### config.mk
export PLATFORM = sky130hd
export DESIGN_NAME = dout_display_driver
export DESIGN_NICKNAME = d
export VERILOG_FILES = /design/src/rtl/dout_display_driver_pkg.sv /design/src/rtl/dout_display_driver_seg7_decode.sv /design/src/rtl/dout_display_driver.sv
export SDC_FILE = /design/constraint.sdc
export NUM_CORES = 1
export LEC_CHECK = 0
export ABC_CLOCK_PERIOD_IN_PS = 8200
export CORE_ASPECT_RATIO = 0.8
export CORE_MARGIN = 10
export CORE_UTILIZATION = 30
export DETAILED_ROUTE_END_ITERATION = 7
export GPL_TIMING_DRIVEN = 0
export SYNTH_ARGS = -nofsm -noshare
export SYNTH_HDL_FRONTEND = slang
export SYNTH_SLANG_ARGS = --single-unit
### constraint.sdc
create_clock -name Clock -period 8.2 [get_ports Clock]
set_clock_uncertainty 0.1 [all_clocks]
set_input_delay 1.64 -clock Clock [delete_from_list [all_inputs] [get_ports Clock]]
set_output_delay 1.64 -clock Clock [all_outputs]
set_load 0.005 [all_outputs]
### src/rtl/dout_display_driver_pkg.sv
// Shared types and constants for the CPU output-port display driver:
// FSM encodings, seven-segment glyphs (active-low gfedcba) and BCD helpers.
package dout_display_driver_pkg;

   typedef enum logic {
      IDLE    = 1'b0,
      CONVERT = 1'b1
   } state_t;

   localparam logic [6:0] SEG_BLANK = 7'h7F;
   localparam logic [6:0] SEG_MINUS = 7'h3F;

   localparam logic [2:0] CONV_LAST = 3'd7;

   function automatic logic [6:0] seg_glyph(input logic [3:0] digit);
      logic [6:0] seg;
      case (digit)
         4'd0:    seg = 7'h40;
         4'd1:    seg = 7'h79;
         4'd2:    seg = 7'h24;
         4'd3:    seg = 7'h30;
         4'd4:    seg = 7'h19;
         4'd5:    seg = 7'h12;
         4'd6:    seg = 7'h02;
         4'd7:    seg = 7'h78;
         4'd8:    seg = 7'h00;
         4'd9:    seg = 7'h10;
         default: seg = SEG_BLANK;
      endcase
      return seg;
   endfunction

   function automatic logic [3:0] bcd_adjust(input logic [3:0] nibble);
      return (nibble >= 4'd5) ? nibble + 4'd3 : nibble;
   endfunction

endpackage

### src/rtl/dout_display_driver_seg7_decode.sv
// Combinational digit-to-segment decoder; a blank request or a non-decimal
// digit yields all segments off.
module seg7_decode
   import dout_display_driver_pkg::*;
(
   input  logic [3:0] digit_i,
   input  logic       blank_i,
   output logic [6:0] seg_o
);

   always_comb begin
      seg_o = SEG_BLANK;
      if (!blank_i) begin
         seg_o = seg_glyph(digit_i);
      end
   end

endmodule

### src/rtl/dout_display_driver.sv
// Samples CPU Dout/Dval, converts the byte to decimal by double-dabble and
// scans it onto a 4-digit common-anode display. SIGNED_DISPLAY_EN selects a
// two's-complement view with a minus sign on digit 3.
//
// state   | meaning
// IDLE    | compare Dout against shadow byte, capture on change
// CONVERT | one shift-add-3 iteration per clock, 8 in total
module dout_display_driver
   import dout_display_driver_pkg::*;
#(
   parameter int unsigned SCAN_DIV = 50000
) (
   input  logic       Clock,
   input  logic       Reset,
   input  logic [7:0] Dout,
   input  logic       Dval,
   output logic [6:0] Seg,
   output logic [3:0] An,
   output logic       Busy
);

   localparam int unsigned SCAN_W = (SCAN_DIV > 2) ? $clog2(SCAN_DIV) : 1;
   localparam logic [SCAN_W-1:0] SCAN_LAST = SCAN_W'(SCAN_DIV - 1);

   state_t            state_q, state_d;
   logic [7:0]        shadow_q, shadow_d;
   logic              shadow_vld_q, shadow_vld_d;
   logic [7:0]        work_q, work_d;
   logic [11:0]       bcd_q, bcd_d;
   logic [2:0]        bit_cnt_q, bit_cnt_d;
   logic [3:0]        disp_h_q, disp_h_d;
   logic [3:0]        disp_t_q, disp_t_d;
   logic [3:0]        disp_u_q, disp_u_d;
   logic              disp_vld_q, disp_vld_d;
   logic [SCAN_W-1:0] scan_cnt_q, scan_cnt_d;
   logic [1:0]        dig_idx_q, dig_idx_d;
   logic [6:0]        seg_q, seg_d;
   logic [3:0]        an_q, an_d;

`ifdef SIGNED_DISPLAY_EN
   logic              conv_neg_q, conv_neg_d;
   logic              disp_neg_q, disp_neg_d;
`endif

   logic              capture_req;
   logic [7:0]        magnitude;
   logic [11:0]       bcd_adj;
   logic [11:0]       bcd_next;
   logic [3:0]        sel_digit;
   logic              sel_blank;
   logic              sel_minus;
   logic [6:0]        dec_seg;

   assign capture_req = Dval && (!shadow_vld_q || (Dout != shadow_q));

   // Negation happens at capture so the conversion path is the same in both builds.
   always_comb begin
`ifdef SIGNED_DISPLAY_EN
      magnitude = Dout[7] ? 8'(8'd0 - Dout) : Dout;
`else
      magnitude = Dout;
`endif
   end

   always_comb begin
      state_d      = state_q;
      shadow_d     = shadow_q;
      shadow_vld_d = shadow_vld_q;
      work_d       = work_q;
      bcd_d        = bcd_q;
      bit_cnt_d    = bit_cnt_q;
      disp_h_d     = disp_h_q;
      disp_t_d     = disp_t_q;
      disp_u_d     = disp_u_q;
      disp_vld_d   = disp_vld_q;
`ifdef SIGNED_DISPLAY_EN
      conv_neg_d   = conv_neg_q;
      disp_neg_d   = disp_neg_q;
`endif
      bcd_adj  = {bcd_adjust(bcd_q[11:8]), bcd_adjust(bcd_q[7:4]), bcd_adjust(bcd_q[3:0])};
      bcd_next = (bcd_adj << 1) | {11'd0, work_q[7]};

      case (state_q)
         IDLE: begin
            if (capture_req) begin
               shadow_d     = Dout;
               shadow_vld_d = 1'b1;
               work_d       = magnitude;
               bcd_d        = 12'd0;
               bit_cnt_d    = 3'd0;
               state_d      = CONVERT;
`ifdef SIGNED_DISPLAY_EN
               conv_neg_d   = Dout[7];
`endif
            end
         end
         CONVERT: begin
            bcd_d     = bcd_next;
            work_d    = work_q << 1;
            bit_cnt_d = bit_cnt_q + 3'd1;
            if (bit_cnt_q == CONV_LAST) begin
               disp_h_d   = bcd_next[11:8];
               disp_t_d   = bcd_next[7:4];
               disp_u_d   = bcd_next[3:0];
               disp_vld_d = 1'b1;
               state_d    = IDLE;
`ifdef SIGNED_DISPLAY_EN
               disp_neg_d = conv_neg_q;
`endif
            end
         end
         default: state_d = IDLE;
      endcase
   end

   // Seg and An are computed from the next digit index so both flop together.
   always_comb begin
      scan_cnt_d = scan_cnt_q + 1'b1;
      dig_idx_d  = dig_idx_q;
      if (scan_cnt_q == SCAN_LAST) begin
         scan_cnt_d = '0;
         dig_idx_d  = dig_idx_q + 2'd1;
      end
      an_d      = ~(4'b0001 << dig_idx_d);
      sel_digit = 4'd0;
      sel_blank = 1'b1;
      sel_minus = 1'b0;
      case (dig_idx_d)
         2'd0: begin
            sel_digit = disp_u_q;
            sel_blank = !disp_vld_q;
         end
         2'd1: begin
            sel_digit = disp_t_q;
            sel_blank = !disp_vld_q || ((disp_h_q == 4'd0) && (disp_t_q == 4'd0));
         end
         2'd2: begin
            sel_digit = disp_h_q;
            sel_blank = !disp_vld_q || (disp_h_q == 4'd0);
         end
         2'd3: begin
`ifdef SIGNED_DISPLAY_EN
            sel_minus = disp_vld_q && disp_neg_q;
`endif
         end
      endcase
      seg_d = sel_minus ? SEG_MINUS : dec_seg;
   end

   seg7_decode u_seg7_decode (
      .digit_i (sel_digit),
      .blank_i (sel_blank),
      .seg_o   (dec_seg)
   );

   always_ff @(posedge Clock) begin
      if (Reset) begin
         state_q      <= IDLE;
         shadow_q     <= 8'd0;
         shadow_vld_q <= 1'b0;
         work_q       <= 8'd0;
         bcd_q        <= 12'd0;
         bit_cnt_q    <= 3'd0;
         disp_h_q     <= 4'd0;
         disp_t_q     <= 4'd0;
         disp_u_q     <= 4'd0;
         disp_vld_q   <= 1'b0;
         scan_cnt_q   <= '0;
         dig_idx_q    <= 2'd0;
         seg_q        <= SEG_BLANK;
         an_q         <= 4'hF;
`ifdef SIGNED_DISPLAY_EN
         conv_neg_q   <= 1'b0;
         disp_neg_q   <= 1'b0;
`endif
      end else begin
         state_q      <= state_d;
         shadow_q     <= shadow_d;
         shadow_vld_q <= shadow_vld_d;
         work_q       <= work_d;
         bcd_q        <= bcd_d;
         bit_cnt_q    <= bit_cnt_d;
         disp_h_q     <= disp_h_d;
         disp_t_q     <= disp_t_d;
         disp_u_q     <= disp_u_d;
         disp_vld_q   <= disp_vld_d;
         scan_cnt_q   <= scan_cnt_d;
         dig_idx_q    <= dig_idx_d;
         seg_q        <= seg_d;
         an_q         <= an_d;
`ifdef SIGNED_DISPLAY_EN
         conv_neg_q   <= conv_neg_d;
         disp_neg_q   <= disp_neg_d;
`endif
      end
   end

   assign Seg  = seg_q;
   assign An   = an_q;
   assign Busy = (state_q == CONVERT);

endmodule

Word level (Yosys, flattened, before mapping). Memory sizes are Yosys's and may differ from the RTL's. A register that Yosys moved wholly into a read port is not among the register bits. Cells that the tools add are included.

Reductions and logical operators: 14. Order comparisons: 3. Bitwise gates (word level): 3. Shift-type cells: 1. $add $sub $neg: 6. Eq/ne operators: 6. Muxes and demuxes: 15.

Operators by type and width (count): case mux 12 bit (2 select lines) (1); adder 16 x 1 -> 16 bit (second input constant) (1); == test 16 bit (second input constant) (1); case mux 8 bit (2 select lines) (1); greater-or-equal comparator 4 x 3 -> 1 bit (second input constant) (3); 2-to-1 mux 12 bit (1); OR 12 x 1 -> 12 bit (1); case mux 4 bit (3 select lines) (1); adder 4 x 2 -> 4 bit (second input constant) (2); logical NOT 4 bit (2); 2-to-1 mux 4 bit (2); 2-to-1 mux 8 bit (1); != test 8 bit (1); 2-to-1 mux 3 bit (2); case mux 3 bit (2 select lines) (1); inverter 4 bit (1); AND reduction 2 bit (2); OR reduction 2 bit (2); left shift 1 x 2 -> 4 bit (first input constant) (1); adder 3 x 1 -> 3 bit (second input constant) (1); adder 3 x 2 -> 3 bit (second input constant) (1); == test 3 bit (second input constant) (1); logical OR 1 bit (3); case mux 1 bit (3 select lines) (1); 11 further kinds (14).

Word-level logic and storage cells: 62. Bits of input ports: 11. Memories kept: 1. Flip-flop bits (word level): 68. Output and inout bits: 12. Memory bits (read-only): 112.

Memory list: (name not given) (depth 16, bits a word 7, read ports 1, clocked after Yosys merged registers in 1, wr ports 0, line dout_display_driver_pkg.sv:17) `case (digit)`.

Logic depth before layout (Yosys ltp). Gate-level depths: netlist (run 1).

Depth after elaboration: 5. Gate-level depth with buffers: 15. Mapped depth without buffers: 15.

By module. Synthesis (run 1) repeated with hierarchy kept, for this count alone.

Cells, all modules: 417. Area, all modules: 3627.2 µm².

Modules (own cells, without submodules): dout_display_driver (instances 1, cells each 384, area an instance 3392.0 µm², sequential area each 1501.4 µm²); seg7_decode (instances 1, cells each 33, area an instance 235.2 µm², sequential area each 0.0 µm²).

Worst setup path before layout (run 1). Ideal clock, no wire load.

Path kind: input port to flip-flop. From: input Dout[7]. To: register work_q[5]. Setup time: 122 ps. Cell stages on the path: 7. Slack: 4946 ps. Buffers on the path: 2. Required time: 7978 ps. Arrival time: 3032 ps. Cells stage by stage: xnor2_1 > nand4_1 > or3_1 > and3_1 > buf_2 > buf_6 > a221o_1.

Cells in the longest elaborated chain, start to end: 4.

Ends and longest elaborated chain: from (decl) (line dout_display_driver.sv:15) `input logic [7:0] Dout,`; != test 8 bit (line dout_display_driver.sv:54) `assign capture_req = Dval && (!shadow_vld_q || (Dout != shadow_q));`; logical OR 1 bit (line dout_display_driver.sv:54); logical AND 1 bit (line dout_display_driver.sv:54); != test 2 bit (no source line); to (signal assigned) (line dout_display_driver.sv:180) `work_q <= work_d;`; to (decl) (line dout_display_driver.sv:28) `logic [7:0] work_q, work_d;`.

No other way between the ends. A chain may end at the register's enable or synchronous reset.

Worst setup path after layout (run 1).
From: input Dout[3]. To: register bcd_q[10].

Cells in the longest elaborated chain, start to end: 4.

Ends and longest elaborated chain: != test 8 bit (line dout_display_driver.sv:54); logical OR 1 bit (line dout_display_driver.sv:54); logical AND 1 bit (line dout_display_driver.sv:54); != test 2 bit (no source line); to (signal assigned) (line dout_display_driver.sv:162) `bcd_q <= 12'd0;`; to (signal assigned) (line dout_display_driver.sv:181) `bcd_q <= bcd_d;`; to (decl) (line dout_display_driver.sv:29) `logic [11:0] bcd_q, bcd_d;`.

No other way between the ends.

==> metrics.md, run 1 <==
| Metric | Value |
|---|---|
| Compound-Gate Fraction of Synth Area | `0.158` |
| Number of enable flip-flop cells after synthesis | `0` |
| Synth Warn # | `0` |
| Final Setup Violations | `0` |
| Int Power | `a little over 0.0006 W` |
| Post-synthesis sequential area ratio | `0.438` |
| Worst slew margin | `0.315` |
| Num ports | `23` |
| Total CTS buffers | `9` |
| Core box area | `0.0110 mm²` |
| CTS sink count | `75` |
| Crit path launch type | `input port` |
| Total power per unit cell area | `about 190 mW/mm²` |
| DR WL/cell | `13.2 µm` |
| Worst skew pair latency | `0.33 ns` |
| DP Wirelength | `5450 µm` |
| Worst min-delay path category | `register to register` |
| Std cell rows | `34` |
| Final hold slack | `0.365 ns` |
| First-pass GRT wire length | `12,400 µm` |
| Flop pwr share | `0.477` |
| Slowest cell on crit path | `o41ai_2` |
| Mapped Cells | `392` |
| Area leader, netlist | `dfxtp_1` |
| Cts hold-fix bufs | `0` |
| Layout cells sized above 1 | `0.0537` |
| CTS max path bufs | `2` |
| Worst path cell trace | `clkdlybuf4s50_1 -> xnor2_1 -> nand4_1 -> o41ai_2 -> clkbuf_1 -> a22oi_1 -> nor2_1` |
| RSZ-0062 raised after global routing | `no` |
| Clock transition at path regs | `0.06 ns` |
| Critical Path AT | `approximately 4.1 ns` |
| Max Freq | `253 MHz` |
| Leak | `1.49 nW` |
| Avg Cell Area, Syn | `8.75 µm²` |
| Placed cells | `about 560` |
| GRT Total Usage | `0.0922` |
| Drt initial violations | `272` |
| Async SR Flop Fraction | `0` |
| Most common cell in the netlist | `dfxtp_1` |
| Die Height | `116 µm` |
| Worst slew pin tran | `1.02 ns` |
| Syn Std Cell Area | `0.00343 mm²` |
| Final WL | `around 7600 µm` |
| Outcome | `completed` |
| Synth Area in XOR/XNOR | `0.0690` |
| Delay-heaviest family, CP | `compound AO/OA/AOI/OAI gates` |
| Initial antenna violation count | `0` |
| Largest stage delay on the critical path | `approximately 0.9 ns` |
| DRC viols | `0` |
| Antenna Cells | `0` |
| Non-Filler Instances | `572` |
| Die W | `140 µm` |
| Combinational Power Share | `0.056` |
| Post-CTS resize count | `0` |
| Most used DFF post-synth | `dfxtp_1` |
| Crit Path Max Fanout | `10` |
| Unique cell type count in the Yosys netlist | `40` |
| WP data required | `8.36 ns` |
| Drt via density | `4.86` |
| Hold Fails Final Rpt | `0` |
| MaxCap Viol Count | `0` |
| Gr ovfl total | `0` |
| Nets | `453` |
| TritonCTS clock tree | `yes` |
| Post-Syn Nets | `422` |
| Sw Share | `0.235` |
| Via count | `2,780` |
| Post-synthesis register bit count | `75` |
| Largest family of logic cells by synthesized area | `simple AND/OR/NAND/NOR gates` |
| DRT antenna net count | `0` |
| Total Negative Setup Slacks | `0 ns` |
| Flop-to-flop setup slack | `4.50 ns` |
| DR pass1 iterations | `6` |
| CP Buf/Inv Count | `2` |
| Post-synth top area share | `0.438` |
| Commonest cells post-synth | `dfxtp_1 (75), nor2_1 (62), nand2_1 (38)` |
| Psw | `around 0.00019 W` |
| Crit end category | `register` |
| Pins over their slew limit | `0` |
| Post-Synth Simple-Gate Area | `0.209` |
| Setup CP Type | `input port to register` |
| Min Tclk post-route | `3.95 ns` |
| Vias in the first global route | `2,509` |
| Clock share of power | `0.467` |
| Peak supply drop | `~0.1 mV` |
| Synth top area cells | `dfxtp_1 (44%), ha_1 (6.9%), nor2_1 (6.8%)` |
| Initial core utilization | `0.311` |
| Period utilization | `0.481` |
| Placer Congestion | `0.777` |
| Htree depth | `3` |
| Area Overhead vs Synth | `19.3%` |
| Largest net degree at the start of global routing | `14` |
| Root buf cell | `clkbuf_16` |
| Setup Fix Bufs, Post-CTS | `0` |
| Area of the die | `between 0.015 and 0.02 mm²` |
| Mux contribution to synthesized area | `0.0175` |
| Post-Synth Adder-Cell Area | `0.0693` |
| Port Buf Inserts | `20` |
## sequential cells by signal, summed over array words and instances (netlist names), 2 cells and up
| signal | cells |
|---|---|
| bcd_q | 12 |
| disp_h_q | 4 |
| Seg | 7 |
| disp_t_q | 4 |
| dig_idx_q | 2 |
| scan_cnt_q | 16 |
| bit_cnt_q | 3 |
| disp_u_q | 4 |
| work_q | 8 |
| shadow_q | 8 |
| An | 4 |
## logic make-up after synthesis
logic type                 count (synthesis)
adders and majority gates                 19
buffers and inverters                     32
and+or+nand+nor                          154
DFF                                       75
AOI/OAI and AO/OA                         79
muxes                                      6
xor gates and xnor gates                  27
## final cells by class
cell class,instances,area [µm²]
sequential,75,1500
inverter,15,56.3
multi-input combinational,285,1790
buffer,17,77.6
fill,1118,6930
clock buffer,11,243
tap,144,180
clock inverter,5,37.5
timing repair buffer,20,200
## final timing paths
kind                         endpoint  cells after the start                startpoint
min          disp_u_q[0]$_SDFFE_PP0P_                      2  disp_u_q[0]$_SDFFE_PP0P_
max            bcd_q[10]$_SDFFE_PP0P_                      7                   Dout[3]
max reg2reg         Seg[1]$_SDFF_PP1_                     10  scan_cnt_q[6]$_SDFF_PP0_
min reg2reg  disp_u_q[0]$_SDFFE_PP0P_                      2  disp_u_q[0]$_SDFFE_PP0P_
## metrics by stage
stage	instance area, µm²	setup slack, ns	power [W]	util
final	4090	4.25	0.000792	0.371
after global routing	4090	4.03	0.000819	0.371
after CTS	4090	4.24	0.000800	0.371
after detailed placement	3810	3.91	0.000430	0.346
after global placement	3810	3.95	0.000429	0.346
after floorplan	3430	4.95	0.000413	-
## layout by cell type (no fill, tap or decap), types with 2 or more instances in the layout
master / instances
nand2b_1: 6
nor2_1: 62
nor3_1: 5
a22o_1: 7
nor4_1: 6
dfxtp_1: 75
a211oi_1: 2
xnor2_1: 21
a221o_1: 7
a222oi_1: 4
nand2_1: 38
inv_1: 15
ha_1: 19
o21ai_0: 12
a311oi_1: 3
a21oi_1: 30
or2_2: 3
clkinvlp_4: 2
nand3_1: 8
clkbuf_1: 12
nand4_1: 5
or3_1: 2
clkbuf_16: 9
buf_1: 2
a22oi_1: 9
mux2i_1: 6
xor2_1: 6
nor3b_1: 12
or4_1: 2
buf_2: 2
clkdlybuf4s50_1: 20
## worst register-to-register path: cells and delay by family (launching register included)
family                     cells  cell delay [ns]
AOI/OAI and AO/OA              3             1.18
adders and majority gates      1             0.29
DFF                            1             0.37
buffers and inverters          2             0.23
xor gates and xnor gates       1             0.26
and+or+nand+nor                3             1.13
## power by group through the flow
stage / clock network, W / logic [W] / registers (W)
global route: 0.000392 / 0.0000485 / 0.000379
CTS: 0.000378 / 0.0000444 / 0.000378
detailed placement: 0 / 0.0000440 / 0.000386
floorplan: 0 / 0.0000286 / 0.000385
finish: 0.000370 / 0.0000440 / 0.000378
global placement: 0 / 0.0000434 / 0.000386
## routing by layer
| layer | routed length [µm] | global-route usage |
|---|---|---|
| met1 | 3910 | 0.127 |
| met2 | 3070 | 0.130 |
| met3 | 483 | 0.0278 |
| met4 | 93 | 0.0385 |
| met5 | 0 | 0 |
No activity file was read; power rests on OpenSTA's default activity.
==> run 2: changes to the inputs <==
--- a/config.mk
+++ b/config.mk
@@ -5,7 +5,7 @@
 export SDC_FILE = /design/constraint.sdc
 export NUM_CORES = 1
 export LEC_CHECK = 0
-export ABC_CLOCK_PERIOD_IN_PS = 8200
+export ABC_CLOCK_PERIOD_IN_PS = 3750
 export CORE_ASPECT_RATIO = 0.8
 export CORE_MARGIN = 10
 export CORE_UTILIZATION = 30
==> constraint.sdc (replaced) <==
create_clock -name Clock -period 3.75 [get_ports Clock]
set_clock_uncertainty 0.1 [all_clocks]
set_input_delay 0.75 -clock Clock [delete_from_list [all_inputs] [get_ports Clock]]
set_output_delay 0.75 -clock Clock [all_outputs]
set_load 0.005 [all_outputs]
==> metrics.md, run 2 (synthesized netlist as in run 1, its figures left out) <==
| Metric | Value |
|---|---|
| GRT Total Usage | `0.0922` |
| Area of the die | `~0.016 mm²` |
| Number of flip-flops in the largest register | `16` |
| Std cell rows | `34` |
| Placer Congestion | `0.777` |
| R2R Path Start | `scan_cnt_q[6]$_SDFF_PP0_` |
| Crit Path Max Fanout | `6` |
| Psw | `0.000408 W` |
| Crit end category | `register` |
| Setup CP Type | `register to register` |
| Reg-to-Reg End | `Seg[1]$_SDFF_PP1_` |
| Vias in the first global route | `~2,500` |
| Flop pwr share | `0.477` |
| Max Freq | `282 MHz` |
| Hold EP | `disp_u_q[0]$_SDFFE_PP0P_` |
| Core box area | `0.0110 mm²` |
| DRC viols | `0` |
| Total Negative Setup Slacks | `0 ns` |
| Worst min-delay path category | `register to register` |
| MaxCap Viol Count | `0` |
| Most frequent cells in the layout | `dfxtp_1 (75), nor2_1 (62), nand2_1 (38)` |
| Worst hold stages | `2` |
| Total power per unit cell area | `418 mW/mm²` |
| Port Buf Inserts | `20` |
| Outcome | `completed` |
| Total CTS buffers | `9` |
| Drt initial violations | `323` |
| First-pass GRT wire length | `12,400 µm` |
| Worst skew pair latency | `0.33 ns` |
| R2R cell count | `10` |
| Gr ovfl total | `0` |
| Top Registers | `scan_cnt_q (16), bcd_q (12)` |
| Period utilization | `0.944` |
| Die W | `140 µm` |
| Critical Path AT | `3.63 ns` |
| WP data required | `approximately 3.8 ns` |
| DR WL/cell | `13.4 µm` |
| TritonCTS clock tree | `yes` |
| Sequential cell area | `0.00150 mm²` |
| Fillers | `1,114` |
| Total power | `0.00173 W` |
| Largest net degree at the start of global routing | `14` |
| Int Power | `0.00132 W` |
| Via count | `2,800` |
| DR pass1 iterations | `4` |
| Final Setup Violations | `0` |
| Leak | `between 1.5 and 2 nW` |
| Antenna Cells | `0` |
| Num ports | `23` |
| Peak supply drop | `about 0.22 mV` |
| Min Tclk post-route | `3.54 ns` |
| CTS max path bufs | `2` |
| Clock transition at path regs | `~0.060 ns` |
| Worst slew pin tran | `0.960 ns` |
| Sw Share | `0.236` |
| Area Overhead vs Synth | `20.9%` |
| Initial antenna violation count | `0` |
| Htree depth | `3` |
| Drt via density | `4.87` |
| Nets | `456` |
| Crit path launch type | `register` |
| Layout cells sized above 1 | `0.0696` |
| DP Wirelength | `between 5000 and 6000 µm` |
| Pins over their slew limit | `0` |
| Finished Cell Area | `between 0.004 and 0.005 mm²` |
| Clock share of power | `0.467` |
| Area of the multi-input gates | `roughly 0.0018 mm²` |
| Hold Fails Final Rpt | `0` |
| Root buf cell | `clkbuf_16` |
| Flop-to-flop setup slack | `0.21 ns` |
| DRT antenna net count | `0` |
| Combinational Power Share | `0.056` |
| Final WL | `7710 µm` |
| Die Height | `116 µm` |
| Initial core utilization | `0.311` |
| Worst slew margin | `0.353` |
| Hold path startpoint | `disp_u_q[0]$_SDFFE_PP0P_` |
| Most common cell after layout, fill and taps aside | `dfxtp_1` |
| Dpl cell area | `0.00381 mm²` |
| Post-layout util | `0.376` |
| Biggest register | `scan_cnt_q` |
| CTS sink count | `75` |
==> run 2: routing by layer <==
layer,global-route usage,vias up,wire length [µm]
met2,0.130,68,3200
met1,0.127,1286,3930
met5,0,-,0
li1,-,1436,-
met4,0.0385,0,91
met3,0.0278,10,490
==> run 2: per-stage QoR <==
stage               worst slack [ns]  instances  hold WS (ns)
floorplan                      0.584        392         0.330
global placement               0.130        556         0.349
detailed placement             0.105        556         0.356
CTS                           0.0822        572         0.367
global route                 -0.0177        575         0.400
finish                         0.209        575         0.365
==> run 2: how the worst max path moves through the flow <==
stage,end,slack (ns),cells after the start,from
2_1_floorplan,Seg[1]$_SDFF_PP1_,0.58,10,scan_cnt_q[6]$_SDFF_PP0_
3_5_place_dp,Seg[3]$_SDFF_PP1_,0.11,11,scan_cnt_q[6]$_SDFF_PP0_
6_report,Seg[1]$_SDFF_PP1_,0.21,10,scan_cnt_q[6]$_SDFF_PP0_
5_1_grt,Seg[0]$_SDFF_PP1_,-0.02,13,scan_cnt_q[6]$_SDFF_PP0_
3_3_place_gp,Seg[1]$_SDFF_PP1_,0.13,10,scan_cnt_q[6]$_SDFF_PP0_
4_1_cts,Seg[3]$_SDFF_PP1_,0.08,13,scan_cnt_q[6]$_SDFF_PP0_
==> run 2: timing repair <==
action,4_1_cts,5_1_grt
endpoints found under the hold margin,0,0
endpoints found under the setup margin,0,7
setup buffers,0,3
hold buffers,0,0
gates resized for setup,0,5
==> run 2: cell type report <==
| cell class | instances | area share |
|---|---|---|
| well taps | 144 | 0.0434 |
| clock inverters | 5 | 0.00905 |
| multi-input cells | 285 | 0.441 |
| flip-flops and latches | 75 | 0.362 |
| clock buffers | 11 | 0.0585 |
| inverters | 15 | 0.0136 |
| repair buffers | 23 | 0.0537 |
| plain buffers | 17 | 0.0187 |
==> run 2: critical path: stages (launching register included) <==
cell,delay [ns]
dfxtp_1,0.37
inv_1,0.09
or4_1,0.58
nor4_4,0.32
xnor2_2,0.18
inv_1,0.12
ha_1,0.28
a222oi_1,0.72
nor2_1,0.17
a21boi_0,0.31
o21ai_0,0.16
==> run 2: power groups by stage <==
stage / Combinational (W) / Clock, W / Sequential, W
floorplan: 0.0000625 / 0 / 0.000841
global placement: 0.0000949 / 0 / 0.000843
detailed placement: 0.0000962 / 0 / 0.000844
CTS: 0.0000970 / 0.000827 / 0.000826
global route: 0.000106 / 0.000857 / 0.000828
finish: 0.0000962 / 0.000810 / 0.000827
==> run 3: changes to the inputs <==
--- a/config.mk
+++ b/config.mk
@@ -11,6 +11,7 @@
 export CORE_UTILIZATION = 30
 export DETAILED_ROUTE_END_ITERATION = 7
 export GPL_TIMING_DRIVEN = 0
+export RECOVER_POWER = 100
 export SYNTH_ARGS = -nofsm -noshare
 export SYNTH_HDL_FRONTEND = slang
 export SYNTH_SLANG_ARGS = --single-unit
==> metrics.md, run 3 (synthesized netlist as in run 1, its figures left out) <==
| Metric | Value |
|---|---|
| Outcome | `completed` |
| Combinational Power Share | `0.055` |
| Hold Fails Final Rpt | `0` |
| DR pass1 iterations | `4` |
| Root buf cell | `clkbuf_16` |
| Crit end category | `register` |
| Worst path cell trace | `inv_1 -> or4_1 -> nor4_4 -> xnor2_2 -> inv_1 -> ha_1 -> a222oi_1 -> nor2_1 -> a21boi_0 -> o21ai_0` |
| Worst slew margin | `0.352` |
| Worst hold stages | `2` |
| TritonCTS clock tree | `yes` |
| DRT antenna net count | `0` |
| Layout cells sized above 1 | `0.0696` |
| CTS max path bufs | `2` |
| Placer Congestion | `0.777` |
| Number of flip-flops in the largest register | `16` |
| R2R cell count | `10` |
| MaxCap Viol Count | `0` |
| Final Setup Violations | `0` |
| Final WL | `7710 µm` |
| Leak | `1.52 nW` |
| Clock share of power | `0.467` |
| Clock transition at path regs | `0.06 ns` |
| Htree depth | `3` |
| WP data required | `3.84 ns` |
| Psw | `slightly above 0.0004 W` |
| Via count | `2,801` |
| DR WL/cell | `roughly 13 µm` |
| Delay-heaviest family, CP | `compound AO/OA/AOI/OAI gates` |
| Nets | `456` |
| Drt via density | `4.87` |
| Antenna Cells | `0` |
| Gr ovfl total | `0` |
| Min Tclk post-route | `3.54 ns` |
| First-pass GRT wire length | `12,400 µm` |
| Initial antenna violation count | `0` |
| Die W | `140 µm` |
| Drt initial violations | `323` |
| Peak supply drop | `0.218 mV` |
| Vias in the first global route | `2,509` |
| Sw Share | `0.236` |
| CP Buf/Inv Count | `2` |
| Total power per unit cell area | `418 mW/mm²` |
| Port Buf Inserts | `20` |
| Total CTS buffers | `9` |
| GRT Total Usage | `0.0922` |
| Pins over their slew limit | `0` |
| Hold EP | `disp_u_q[0]$_SDFFE_PP0P_` |
| Slowest cell on crit path | `a222oi_1` |
| Std cell rows | `34` |
| Fillers | `about 1,100` |
| Largest net degree at the start of global routing | `14` |
| Non-Filler Instances | `575` |
| Flop pwr share | `0.477` |
| Total power | `0.00173 W` |
| Initial core utilization | `0.311` |
| Setup CP Type | `register to register` |
| Worst skew pair latency | `0.33 ns` |
| Crit path launch type | `register` |
| Num ports | `23` |
| Worst path most repeated cell | `inv_1` |
| Largest stage delay on the critical path | `0.72 ns` |
| Period utilization | `0.944` |
| Flop-to-flop setup slack | `0.21 ns` |
| DRC viols | `0` |
| Max Freq | `around 280 MHz` |
| Placed cells | `556` |
| Worst slew pin tran | `slightly below 1 ns` |
| R2R Path Start | `scan_cnt_q[6]$_SDFF_PP0_` |
| Most common cell after layout, fill and taps aside | `dfxtp_1` |
| Crit Path Max Fanout | `6` |
| Critical Path AT | `3.63 ns` |
| CTS sink count | `75` |
| DP Wirelength | `roughly 5400 µm` |
| Area of the die | `0.0161 mm²` |
| Int Power | `0.00132 W` |
| Die Height | `roughly 120 µm` |
| Core box area | `~0.011 mm²` |
| Worst min-delay path category | `register to register` |
| Cts hold-fix bufs | `0` |
| Hold path startpoint | `disp_u_q[0]$_SDFFE_PP0P_` |
| Reg-to-Reg End | `Seg[1]$_SDFF_PP1_` |
| Biggest register | `scan_cnt_q` |
| Area Overhead vs Synth | `20.9%` |
| Top Registers | `scan_cnt_q (16), bcd_q (12)` |
| Most frequent cells in the layout | `dfxtp_1 (75), nor2_1 (62), nand2_1 (38)` |
-- run 3: cell types whose count changed in the layout (fill, tap and decap cells not counted), sizes merged --
| cell | change |
|---|---|
| clkdlybuf4s50 | -2 |
| dlygate4sd3 | +2 |
-- run 3: metal layers --
layer / wire length [µm] / share of wire / track usage
met1: 3960 / 0.51 / 0.127
met2: 3190 / 0.41 / 0.130
met3: 476 / 0.062 / 0.0278
met4: 91 / 0.012 / 0.0385
met5: 0 / 0 / 0
-- run 3: cell type report --
cell class,instances,area [µm²],area share
Inverter,15,56.3,0.0136
Clock inverter,5,37.5,0.00905
Sequential cell,75,1500,0.362
Timing Repair Buffer,23,223,0.0537
Tap cell,144,180,0.0434
Multi-Input combinational cell,285,1830,0.441
Clock buffer,11,243,0.0585
Buffer,17,77.6,0.0187
-- run 3: through the flow --
| step | utilization | instance area [µm²] | setup WS (ns) | hold slack (ns) | TNS (ns) |
|---|---|---|---|---|---|
| 5_1_grt | 0.376 | 4150 | -0.0177 | 0.400 | -0.0177 |
| 4_1_cts | 0.371 | 4090 | 0.0822 | 0.367 | 0 |
| 3_5_place_dp | 0.346 | 3810 | 0.105 | 0.356 | 0 |
| 3_3_place_gp | 0.346 | 3810 | 0.130 | 0.349 | 0 |
| 6_report | 0.376 | 4150 | 0.211 | 0.365 | 0 |
| 2_1_floorplan | - | 3430 | 0.584 | 0.330 | 0 |
-- run 3: power groups by stage --
stage / clock [W] / sequential, W / combinational, W
4_1_cts: 0.000827 / 0.000826 / 0.0000970
3_3_place_gp: 0 / 0.000843 / 0.0000949
3_5_place_dp: 0 / 0.000844 / 0.0000962
5_1_grt: 0.000857 / 0.000828 / 0.000106
6_report: 0.000810 / 0.000827 / 0.0000961
2_1_floorplan: 0 / 0.000841 / 0.0000625
-- run 3: worst register-to-register path: cells and delay by family (launching register included) --
family	cells	cell delay, ns
AO/OA/AOI/OAI	3	1.19
XOR/XNOR	1	0.18
adder cells (fa/ha/maj)	1	0.28
buffers and inverters	2	0.21
flip-flops	1	0.37
AND/OR/NAND/NOR	3	1.07
-- run 3: worst max-delay path by stage --
stage,from,slack [ns],cells past startpoint,to
6_report,scan_cnt_q[6]$_SDFF_PP0_,0.21,10,Seg[1]$_SDFF_PP1_
5_1_grt,scan_cnt_q[6]$_SDFF_PP0_,-0.02,13,Seg[0]$_SDFF_PP1_
4_1_cts,scan_cnt_q[6]$_SDFF_PP0_,0.08,13,Seg[3]$_SDFF_PP1_
3_5_place_dp,scan_cnt_q[6]$_SDFF_PP0_,0.11,11,Seg[3]$_SDFF_PP1_
3_3_place_gp,scan_cnt_q[6]$_SDFF_PP0_,0.13,10,Seg[1]$_SDFF_PP1_
2_1_floorplan,scan_cnt_q[6]$_SDFF_PP0_,0.58,10,Seg[1]$_SDFF_PP1_
-- run 3: repair_timing --
action / in CTS / in global routing
buffers inserted: 0 / 3
gates resized for setup: 0 / 5
setup endpoints to repair: 0 / 7
